## src/rtl/uart_cmd_framer.sv

```systemverilog
// uart_cmd_framer
//   Host-side command source for the system serial receive line. Accepts one
//   command per valid/ready handshake. Expands it into the controller's byte
//   sequence, and sends each byte as a UART frame:
//   start, 8 data bits LSB-first, optional parity, stop.
//
//   Optional build macro: UART_CMD_GAP_EN
//     Adds one idle bit time (line high) between consecutive frames of a
//     sequence. No gap follows the last frame.
//
// Ports:
//   CLK          framer clock
//   Reset        asynchronous active-low reset
//   cmd_valid    command presented
//   cmd_ready    command can be accepted (IDLE only, low while in reset)
//   cmd_type     0=RF write (AA), 1=RF read (BB), 2=ALU with operands (CC),
//                3=ALU without operands (DD)
//   cmd_addr     register file address
//   cmd_op_a     RF write data / ALU operand A
//   cmd_op_b     ALU operand B
//   cmd_fun      ALU function code
//   Parity_EN    append a parity bit to each frame
//   Parity_type  0=even, 1=odd
//   Prescale     clocks per bit (0 behaves as 1)
//   Tx_out       serial line, idles high
//   busy         sequence in progress (any state but IDLE)
//   frame_done   one-cycle pulse after the last stop bit
module uart_cmd_framer #(
    parameter int width = 8,
    parameter int PRE_W = 6
) (
    input  logic             CLK,
    input  logic             Reset,
    input  logic             cmd_valid,
    output logic             cmd_ready,
    input  logic [1:0]       cmd_type,
    input  logic [3:0]       cmd_addr,
    input  logic [width-1:0] cmd_op_a,
    input  logic [width-1:0] cmd_op_b,
    input  logic [3:0]       cmd_fun,
    input  logic             Parity_EN,
    input  logic             Parity_type,
    input  logic [PRE_W-1:0] Prescale,
    output logic             Tx_out,
    output logic             busy,
    output logic             frame_done
);

    typedef enum logic [2:0] {
        IDLE,
        START,
        DATA,
        PARITY,
        STOP,
`ifdef UART_CMD_GAP_EN
        GAP,
`endif
        DONE
    } state_t;

    state_t state, state_next;

    // Sequence context, captured on accept.
    logic [width-1:0] seq_bytes [4];
    logic [1:0]       last_idx;
    logic             par_en;
    logic             par_type;
    logic [PRE_W-1:0] pre_term;

    // Position within the sequence.
    logic [PRE_W-1:0] pre_cnt;
    logic [2:0]       bit_idx;
    logic [1:0]       byte_idx;

    logic             accept;
    logic             tick;
    logic             last_byte;
    logic [width-1:0] cur_byte;

    assign accept    = cmd_valid && cmd_ready;
    assign tick      = (pre_cnt == pre_term);
    assign last_byte = (byte_idx == last_idx);
    assign cur_byte  = seq_bytes[byte_idx];

    // ------------------------------------------------------------------
    // State register
    // ------------------------------------------------------------------
    always_ff @(posedge CLK or negedge Reset) begin
        if (!Reset) begin
            state <= IDLE;
        end else begin
            state <= state_next;
        end
    end

    // ------------------------------------------------------------------
    // Next-state logic
    // ------------------------------------------------------------------
    always_comb begin
        state_next = state;
        unique case (state)
            IDLE: begin
                if (accept) state_next = START;
            end
            START: begin
                if (tick) state_next = DATA;
            end
            DATA: begin
                if (tick && (bit_idx == 3'd7)) state_next = par_en ? PARITY : STOP;
            end
            PARITY: begin
                if (tick) state_next = STOP;
            end
            STOP: begin
                if (tick) begin
                    if (last_byte) begin
                        state_next = DONE;
                    end else begin
`ifdef UART_CMD_GAP_EN
                        state_next = GAP;
`else
                        state_next = START;
`endif
                    end
                end
            end
`ifdef UART_CMD_GAP_EN
            GAP: begin
                if (tick) state_next = START;
            end
`endif
            DONE: begin
                state_next = IDLE;
            end
            default: begin
                state_next = IDLE;
            end
        endcase
    end

    // ------------------------------------------------------------------
    // Outputs, decoded from state so the line goes high as soon as
    // reset forces the state back to IDLE.
    // ------------------------------------------------------------------
    always_comb begin
        Tx_out = 1'b1;
        unique case (state)
            START:   Tx_out = 1'b0;
            DATA:    Tx_out = cur_byte[bit_idx];
            PARITY:  Tx_out = (^cur_byte) ^ par_type;
            default: Tx_out = 1'b1;
        endcase
    end

    assign busy       = (state != IDLE);
    assign frame_done = (state == DONE);
    // Qualified with Reset so the source sees "not ready" during reset
    // even though the state already reads IDLE.
    assign cmd_ready  = (state == IDLE) && Reset;

    // ------------------------------------------------------------------
    // Capture and counters
    // ------------------------------------------------------------------
    always_ff @(posedge CLK or negedge Reset) begin
        if (!Reset) begin
            for (int unsigned i = 0; i < 4; i++) begin
                seq_bytes[i] <= '0;
            end
            last_idx <= '0;
            par_en   <= 1'b0;
            par_type <= 1'b0;
            pre_term <= '0;
            pre_cnt  <= '0;
            bit_idx  <= '0;
            byte_idx <= '0;
        end else if (state == IDLE) begin
            pre_cnt  <= '0;
            bit_idx  <= '0;
            byte_idx <= '0;
            if (accept) begin
                par_en   <= Parity_EN;
                par_type <= Parity_type;
                // Terminal count is Prescale-1, with 0 treated as 1.
                pre_term <= (Prescale == '0) ? '0 : (Prescale - PRE_W'(1));
                unique case (cmd_type)
                    2'd0: begin
                        seq_bytes[0] <= width'(8'hAA);
                        seq_bytes[1] <= width'({4'b0, cmd_addr});
                        seq_bytes[2] <= cmd_op_a;
                        seq_bytes[3] <= '0;
                        last_idx     <= 2'd2;
                    end
                    2'd1: begin
                        seq_bytes[0] <= width'(8'hBB);
                        seq_bytes[1] <= width'({4'b0, cmd_addr});
                        seq_bytes[2] <= '0;
                        seq_bytes[3] <= '0;
                        last_idx     <= 2'd1;
                    end
                    2'd2: begin
                        seq_bytes[0] <= width'(8'hCC);
                        seq_bytes[1] <= cmd_op_a;
                        seq_bytes[2] <= cmd_op_b;
                        seq_bytes[3] <= width'({4'b0, cmd_fun});
                        last_idx     <= 2'd3;
                    end
                    default: begin
                        seq_bytes[0] <= width'(8'hDD);
                        seq_bytes[1] <= width'({4'b0, cmd_fun});
                        seq_bytes[2] <= '0;
                        seq_bytes[3] <= '0;
                        last_idx     <= 2'd1;
                    end
                endcase
            end
        end else if (state != DONE) begin
            pre_cnt <= tick ? '0 : (pre_cnt + PRE_W'(1));
            if ((state == DATA) && tick) begin
                bit_idx <= bit_idx + 3'd1;
            end
            if ((state == STOP) && tick) begin
                byte_idx <= last_byte ? 2'd0 : (byte_idx + 2'd1);
            end
        end
    end

endmodule

```

## config.mk

```make
export PLATFORM = sky130hd
export DESIGN_NAME = uart_cmd_framer
export DESIGN_NICKNAME = d
export VERILOG_FILES = /design/src/rtl/uart_cmd_framer.sv
export SDC_FILE = /design/constraint.sdc
export NUM_CORES = 1
export LEC_CHECK = 0
export CORE_MARGIN = 2
export CORE_UTILIZATION = 49
export CTS_CLUSTER_SIZE = 14
export DETAILED_ROUTE_END_ITERATION = 8
export PLACE_DENSITY_LB_ADDON = 0.25
export SLEW_MARGIN = 30
export SYNTH_ARGS = -nofsm -noshare
export SYNTH_HDL_FRONTEND = slang
export SYNTH_SLANG_ARGS = --single-unit
```

## constraint.sdc

```tcl
create_clock -name CLK -period 1.9 [get_ports CLK]
set_input_delay 0.19 -clock CLK [delete_from_list [all_inputs] [get_ports CLK]]
set_output_delay 0.19 -clock CLK [all_outputs]
set_load 0.005 [all_outputs]
```

After elaboration in Yosys (flattened, before gate mapping)
Index checks and enable logic that the tools add are counted.

Register bits: 56. Output and inout bits: 4. Bits of input ports: 37. Word-level logic and storage cells: 80.

Muxes and demuxes: 27. Equal/unequal tests: 16. Reduce and logical (&&, ||, !) cells: 17. Bitwise logic cells: 2. $add $sub $neg: 4. $lt $le $gt $ge: 2.

Operators by type and width (number): case mux 31 bit (3 select lines) (1); 2-to-1 mux 3 bit (10); 2-to-1 mux 6 bit (4); binary-select mux 8 bit (select 2 bit) (1); 2-to-1 mux 8 bit (2); case mux 3 bit (5 select lines) (1); inequality test 2 bit, second input constant (5); equality test 3 bit, second input constant (3); 2-to-1 mux 2 bit (4); parity 8 bit (1); adder 6 x 1 -> 6 bit, second input constant (1); equality test 3 x 2 -> 1 bit, second input constant (2); equality test 6 bit (1); logical NOT 6 bit (1); AND reduction 2 bit (3); nonzero test 2 bit (3); subtractor 6 x 1 -> 6 bit, second input constant (1); logical AND 1 bit (5); AND reduction 5 bit (1); < comparator 3 x 4 -> 1 bit, second input constant (1); case mux 2 bit (2 select lines) (1); adder 3 x 1 -> 3 bit, second input constant (1); binary-select mux 1 bit (select 3 bit) (1); equality test 3 x 1 -> 1 bit, second input constant (1); 13 further kinds (13).

Longest topological paths before layout
Gate-level depths: netlist (run 1).

Depth in word-level cells: 7. Depth in mapped cells: 8. Depth with buffers taken out: 7.

Least setup slack after synthesis (run 1)
Ideal clock, no wire load.

Kind: register to output. From: register byte_idx[0]. To: output port Tx_out. Path buffers: 2. Setup slack: -27 ps. Cell stages (with the launch flop): 9. Required time: 1710 ps. Data arrival time: 1737 ps. Cells stage by stage: dfrtp_1 buf_6 buf_6 nor2b_4 o2bb2ai_1 mux4_2 o21ai_2 nor4_1 nand3b_1.

Longest elaborated chain between the ends: 7. Elaborated cells on any way between the ends: 9.

RTL lines: start: declaration (line 73) `logic [1:0] byte_idx;`; start signal: assignment (line 222) `byte_idx <= last_byte ? 2'd0 : (byte_idx + 2'd1);`; NOT 2 -> 3 bit (not written as such) * (line 83) `assign cur_byte = seq_bytes[byte_idx];`; binary-select mux 8 bit (select 2 bit) * (line 83); 2-to-1 mux 8 bit (not written as such) * (2 in series) (line 83); binary-select mux 1 bit (select 3 bit) / parity 8 bit (equally long branches) (line 149, 150); 2-to-1 mux 1 bit (not written as such) / bitwise XOR 1 bit (equally long branches) (line 149, 150); case mux 1 bit (3 select lines) * (line 147) `unique case (state)`; end: declaration (line 44) `output logic Tx_out,`.

Mark *: on every way between the ends. The rest lies on a longest branch, timed or not. The select of a mux whose other input is x is not followed.

Worst setup path in the final report (run 1)
Same ends and word-level chain as after synthesis.

==> impl_metrics.tcl, run 1 <==
set metrics [dict create \
    p_per_area_nw_per_um2 1210 \
    grt_start_max_net_pins 48 \
    synth_area_leaders "dfrtp_1 44%, nand2_1 7.2%, mux2i_1 6.6%" \
    wire_per_inst_um 14.3 \
    finalCritPeriodShare_pct 126 \
    startpoint_type "flop" \
    status "complete, but fails checks" \
    multi_input_area_um2 1510 \
    cts_made_buffers 5 \
    pre_cts_slack_ps -633 \
    clk_latency_ps 300 \
    dieHeight_um 78.9 \
    drt_iter0_drc 136 \
    hp-class "input pin to asynchronous set/reset pin" \
    worst_setup_path_end_kind "output pin" \
    grt_pass1_wl_um 10300 \
    final_hold_viol_count 0 \
    wirelength_um 6040 \
    final-seq-area_um2 1200 \
    worst_slew_pin_slew_ps 503 \
    route.detailed.drc 0 \
    antenna_cells 0 \
    arrival_ps 2210 \
    worstSetupPathType "flop to output pin" \
    core_area_um2 5470 \
    drv_slew 0 \
    grt-ovfl-total 0 \
    dp_hpwl_um 4560 \
    synth_common_cells "53 x nand2_1, 48 x dfrtp_1, 28 x o21ai_0" \
    netlist_instances 286 \
    async_reset_ff_share_pct 100 \
    tritoncts "done" \
    root_buffer "clkbuf_8" \
    fillers 457 \
    synth_most_common_cell "nand2_1" \
    setup_ws_ps -500 \
    viasPerCell 5.44 \
    clk_pin_slew_ps 90 \
    cts.sinks 48 \
    synth_top_area_share_pct 43.7 \
    ir_drop_mv 0.558 \
    vias 2305 \
    fmax_mhz 417 \
    synth_area_um2 2750 \
    rsz0062_at_grt "true" \
    relSlewSlack_pct 66.4 \
    grt_usage_pct 21.0 \
    cp_max_fo 5 \
    syn-num-nets 328 \
    io_pins 41 \
    placed_area_um2 3400 \
    io_buffers 40 \
    fin_area_um2 3610 \
    critPathRequiredTime_ps 1710 \
    grt_pass1_vias 2230 \
    synth_warnings 0 \
    synth_cell_type_count 43 \
    violations "setup timing" \
    drv_cap 0 \
    ys.flop_type "dfrtp_1" \
    antenna_left 0 \
    p_leak_uw 0.00160 \
    skew_ps 6.00 \
    cts_buffer_depth 2 \
    floorplan.rows 27 \
    place_congestion 0.876 \
    syn_to_final_growth_pct 31.2 \
    fp.dieW_um 78.9 \
    htreeDepth 2 \
    final_nets 393 \
    initial_core_util_pct 50.3 \
    ys_seq_area_share_pct 43.7 \
    ys_ff_latch 48 \
    die-area_um2 6230 \
    avgSynthCellArea_um2 9.62 \
    final.min_clock_period_ps 2400 \
    dr.pass1.iters 4 \
    yosys.area.top_type "dfrtp_1" \
    setup_viol 1 \
    antenna_found_initial 0 \
    final_layout_size_suffix_gt1_share_pct 20.2 \
    synth-edff-count 0 \
]
==> power by group <==
group	switching [µW]	internal, µW
Combinational	983	1050
Sequential	328	1410
Clock	334	263
==> path summary, 6_finish.rpt <==
| path | cells after the start | end | slack [ps] | from |
|---|---|---|---|---|
| worst max-delay path | 7 | Tx_out | -500 | byte_idx[0]$_DFFE_PN0P_ |
| worst min-delay path | 2 | par_en$_DFFE_PN0P_ | 260 | Reset |
| worst max register to register | 7 | seq_bytes[30]$_DFFE_PN0P_ | 190 | state[0]$_DFFE_PN0P_ |
| worst min register to register | 2 | seq_bytes[2]$_DFFE_PN0P_ | 500 | seq_bytes[2]$_DFFE_PN0P_ |
| max in group asynchronous | 3 | byte_idx[1]$_DFFE_PN0P_ | 1040 | Reset |
| min in group CLK | 3 | seq_bytes[1]$_DFFE_PN0P_ | 470 | cmd_fun[1] |
==> cell families after synthesis <==
| family | synth area share, % |
|---|---|
| adders and majority gates | 2.27 |
| and+or+nand+nor | 14.4 |
| DFF | 43.7 |
| buffers and inverters | 4.41 |
| xor gates and xnor gates | 6.05 |
| muxes | 12.3 |
| AOI/OAI and AO/OA | 16.9 |
==> final cells by class <==
cell class | instances | share of cell area [%]
clock buffer | 7 | 2.12
clock inverter | 1 | 0.243
inverter | 9 | 0.937
multi-input combinational | 212 | 41.9
sequential | 48 | 33.4
tap | 72 | 2.50
timing repair buffer | 75 | 19.0
==> registers in the layout (all words and copies together), names as in the netlist <==
| register | cells |
|---|---|
| bit_idx | 3 |
| byte_idx | 2 |
| last_idx | 2 |
| par_en | 1 |
| par_type | 1 |
| pre_cnt | 6 |
| pre_term | 6 |
| seq_bytes | 24 |
| state | 3 |
==> cell usage in the layout, fill, tap and decap left out, drive strengths merged, types with 2 or more instances in the layout <==
cell type / count
o2bb2ai: 8
a31oi: 2
mux2: 4
nor2: 8
xnor2: 9
a21oi: 7
o31ai: 11
a21o: 2
nand3: 8
dfrtp: 48
nor2b: 2
xor2: 10
a22oi: 2
clkdlybuf4s50: 37
inv: 9
nand3b: 2
clkbuf: 7
a22o: 2
nand2: 53
o21ai: 33
nand4: 2
mux2i: 18
ha: 5
o2111ai: 2
mux4: 5
nand2b: 3
buf: 36
nor3: 4
==> per-layer routing <==
metal	vias to the layer above	track usage (%)	part of all wire (%)
met4	0	6.55	1.3
li1	1149	-	-
met5	-	0	0
met3	7	2.61	3.5
met1	1095	29.5	48
met2	54	34.0	47
==> timing repair <==
action | in CTS | in global routing
buffers inserted | 4 | 1
hold buffers | 1 | 0
resized for setup | 17 | 6
pin swaps | 4 | 2
setup endpoints to repair | 4 | 14
hold endpoints to repair | 5 | 0
==> metrics by stage <==
stage          utilization (%)  total power [µW]  TNS (ps)  hold slack [ps]  cells
2_1_floorplan                -              2910         0             -106    286
3_3_place_gp              62.2              3600      -569             45.9    410
3_5_place_dp              62.2              3670      -633             49.8    410
4_1_cts                   65.1              4340      -503              255    423
5_1_grt                   65.9              4730      -647              286    424
6_report                  65.9              4360      -500              262    424
==> critical path: stages, from the launching register on <==
cell and delay, ps:
dfrtp_2 450, mux4_2 560, xnor2_2 230, xnor2_2 150
xnor2_1 110, nor4_1 150, nand3b_1 150, buf_2 120
Power figures use the tool's default switching activity.
==> inputs of run 2 (changes only) <==
- CAP_MARGIN: unset -> 20
- GPL_TIMING_DRIVEN: unset -> 0
==> run 2 against run 1 <==
  * The run ends with hold timing, setup timing left
  * Combinational power down 9%
  * Non-clock buffer count decreased by 15
  * Design area fell by 4.0%
  * Sequential share of layout area is 1.4 points higher
  * Critical path depth rose by 2
  * First-iteration DRC count down 20%
  * Clock-buffer cell count fell by 1
==> impl_metrics.tcl, run 2 (same netlist as run 1, synthesis figures left out) <==
set metrics [dict create \
    grt_pass1_vias 2342 \
    tritoncts "done" \
    drv_cap 0 \
    root_buffer "clkbuf_8" \
    final-seq-area_um2 1200 \
    final_hold_viol_count 48 \
    final_layout_size_suffix_gt1_share_pct 16.3 \
    io_pins 41 \
    dr.pass1.iters 4 \
    dp_hpwl_um 4510 \
    die-area_um2 6230 \
    p_int_uw 2690 \
    drt_iter0_drc 109 \
    drv_slew 0 \
    skew_ps 7.09 \
    cts_made_buffers 5 \
    r2r_cells 9 \
    worst_slew_pin_slew_ps 721 \
    fp.dieW_um 78.9 \
    grt_usage_pct 22.5 \
    critPathRequiredTime_ps 1710 \
    htreeDepth 2 \
    critical_path.max_stage_delay_ps 480 \
    finalCritPeriodShare_pct 128 \
    crit_family "multiplexers" \
    dieHeight_um 78.9 \
    arrival_ps 2240 \
    pwr-share-comb_pct 43.0 \
    cp_slowest_cell "mux4_2" \
    clk_latency_ps 300 \
    wirelength_um 6230 \
    grt_pass1_wl_um 10800 \
    setup_ws_ps -530 \
    p_leak_uw 0.00150 \
    timing.critical_path.mode_cell "buf_6" \
    clk_pin_slew_ps 90 \
    largest_reg_flops 24 \
    worstSetupPathType "flop to output pin" \
    antenna_cells 0 \
    grt_start_max_net_pins 52 \
    floorplan.rows 27 \
    grt-ovfl-total 0 \
    fillers 493 \
    core_area_um2 5470 \
    final.min_clock_period_ps 2430 \
    setup_viol 1 \
    antenna_found_initial 0 \
    status "complete, but fails checks" \
    pwr-share-clk_pct 17.0 \
    startpoint_type "flop" \
    final_cell_mix "51 x nand2_1, 45 x dfrtp_1, 36 x clkdlybuf4s50_1, 28 x o21ai_0, 16 x mux2i_1" \
    rsz0062_at_grt "true" \
    fmax_mhz 412 \
    cts.sinks 48 \
    io_buffers 39 \
    regMostFlops "seq_bytes" \
    initial_core_util_pct 50.3 \
    violations "hold timing, setup timing" \
    cp.depth 9 \
    final_nets 378 \
    sw_frac_of_total_pct 37.7 \
    cp_max_fo 10 \
    hp-class "input pin to asynchronous set/reset pin" \
    crit_buf_inv 3 \
    power.total_uw 4310 \
    route.detailed.drc 0 \
    cts_buffer_depth 2 \
    cp_cell_sequence "buf_6 -> buf_6 -> nor2b_4 -> o2bb2ai_2 -> mux4_2 -> o21ai_2 -> nor4_1 -> nand3b_1 -> buf_2" \
    relSlewSlack_pct 51.9 \
    worst_setup_path_end_kind "output pin" \
    final_common_cell "nand2_1" \
    finalSetupTns_ps -530 \
    ir_drop_mv 0.465 \
    place_congestion 0.832 \
    antenna_left 0 \
    hold-worst-slack_ps -110 \
    p_per_area_nw_per_um2 1240 \
    p_sw_uw 1620 \
    largestRegisters "seq_bytes x24, pre_cnt x6, pre_term x6" \
    syn_to_final_growth_pct 25.9 \
    p_seq_share_pct 40.1 \
    pre_cts_slack_ps -604 \
    multi_input_area_um2 1500 \
    vias 2275 \
    wire_per_inst_um 15.2 \
    viasPerCell 5.56 \
]
==> run 2: power groups by stage <==
stage | clock, µW | combinational [µW] | sequential, µW
floorplan | 0 | 1270 | 1630
global placement | 0 | 1670 | 1710
detailed placement | 0 | 1730 | 1730
CTS | 745 | 1810 | 1720
global route | 801 | 2090 | 1780
finish | 731 | 1850 | 1730
==> run 2: what timing repair did <==
action / 4_1_cts / 5_1_grt
endpoints found under the setup margin: 37 / 8
resized for setup: 24 / 12
buffers inserted: 4 / 1
pin swaps: 5 / 5
endpoints found under the hold margin: 48 / 48
==> run 2: final cells by class <==
type                            count  area share (%)
Buffer                             16            2.78
Clock buffer                        6            2.10
Clock inverter                      2            1.01
Inverter                            9            1.19
Multi-Input combinational cell    212            43.3
Sequential cell                    48            34.8
Tap cell                           72            2.60
Timing Repair Buffer               44            12.2
==> run 2: path summary, 6_finish.rpt <==
path                                        endpoint                     start  slack (ps)
min                        seq_bytes[22]$_DFFE_PN0P_                     Reset        -110
max in group asynchronous       state[1]$_DFFE_PN0P_                     Reset        1560
max reg2reg                seq_bytes[10]$_DFFE_PN0P_      state[1]$_DFFE_PN0P_         120
min reg2reg                 seq_bytes[8]$_DFFE_PN0P_  seq_bytes[8]$_DFFE_PN0P_         480
max                                           Tx_out   byte_idx[0]$_DFFE_PN0P_        -530
min in group CLK           seq_bytes[28]$_DFFE_PN0P_               cmd_type[0]         430
==> run 2: metal layers <==
metal  vias to the layer above  part of all wire, %  wire length (µm)  track usage [%]
li1                       1114                    -                 -                -
met1                      1083                   43              2700             28.4
met5                         -                    0                 0                0
met2                        60                   50              3100             38.0
met3                        18                  4.4               273             4.77
met4                         0                  2.6               163             8.79
==> run 2: stage by stage <==
stage / hold WS [ps] / std cells / utilization, % / instance area [µm²]
after floorplan: -106 / 286 / - / 2770
after global placement: 453 / 397 / 59.4 / 3250
after CTS: -83.4 / 408 / 62.7 / 3430
after global routing: -71.6 / 409 / 63.3 / 3460
final: -110 / 409 / 63.3 / 3460
after detailed placement: 247 / 397 / 59.4 / 3250
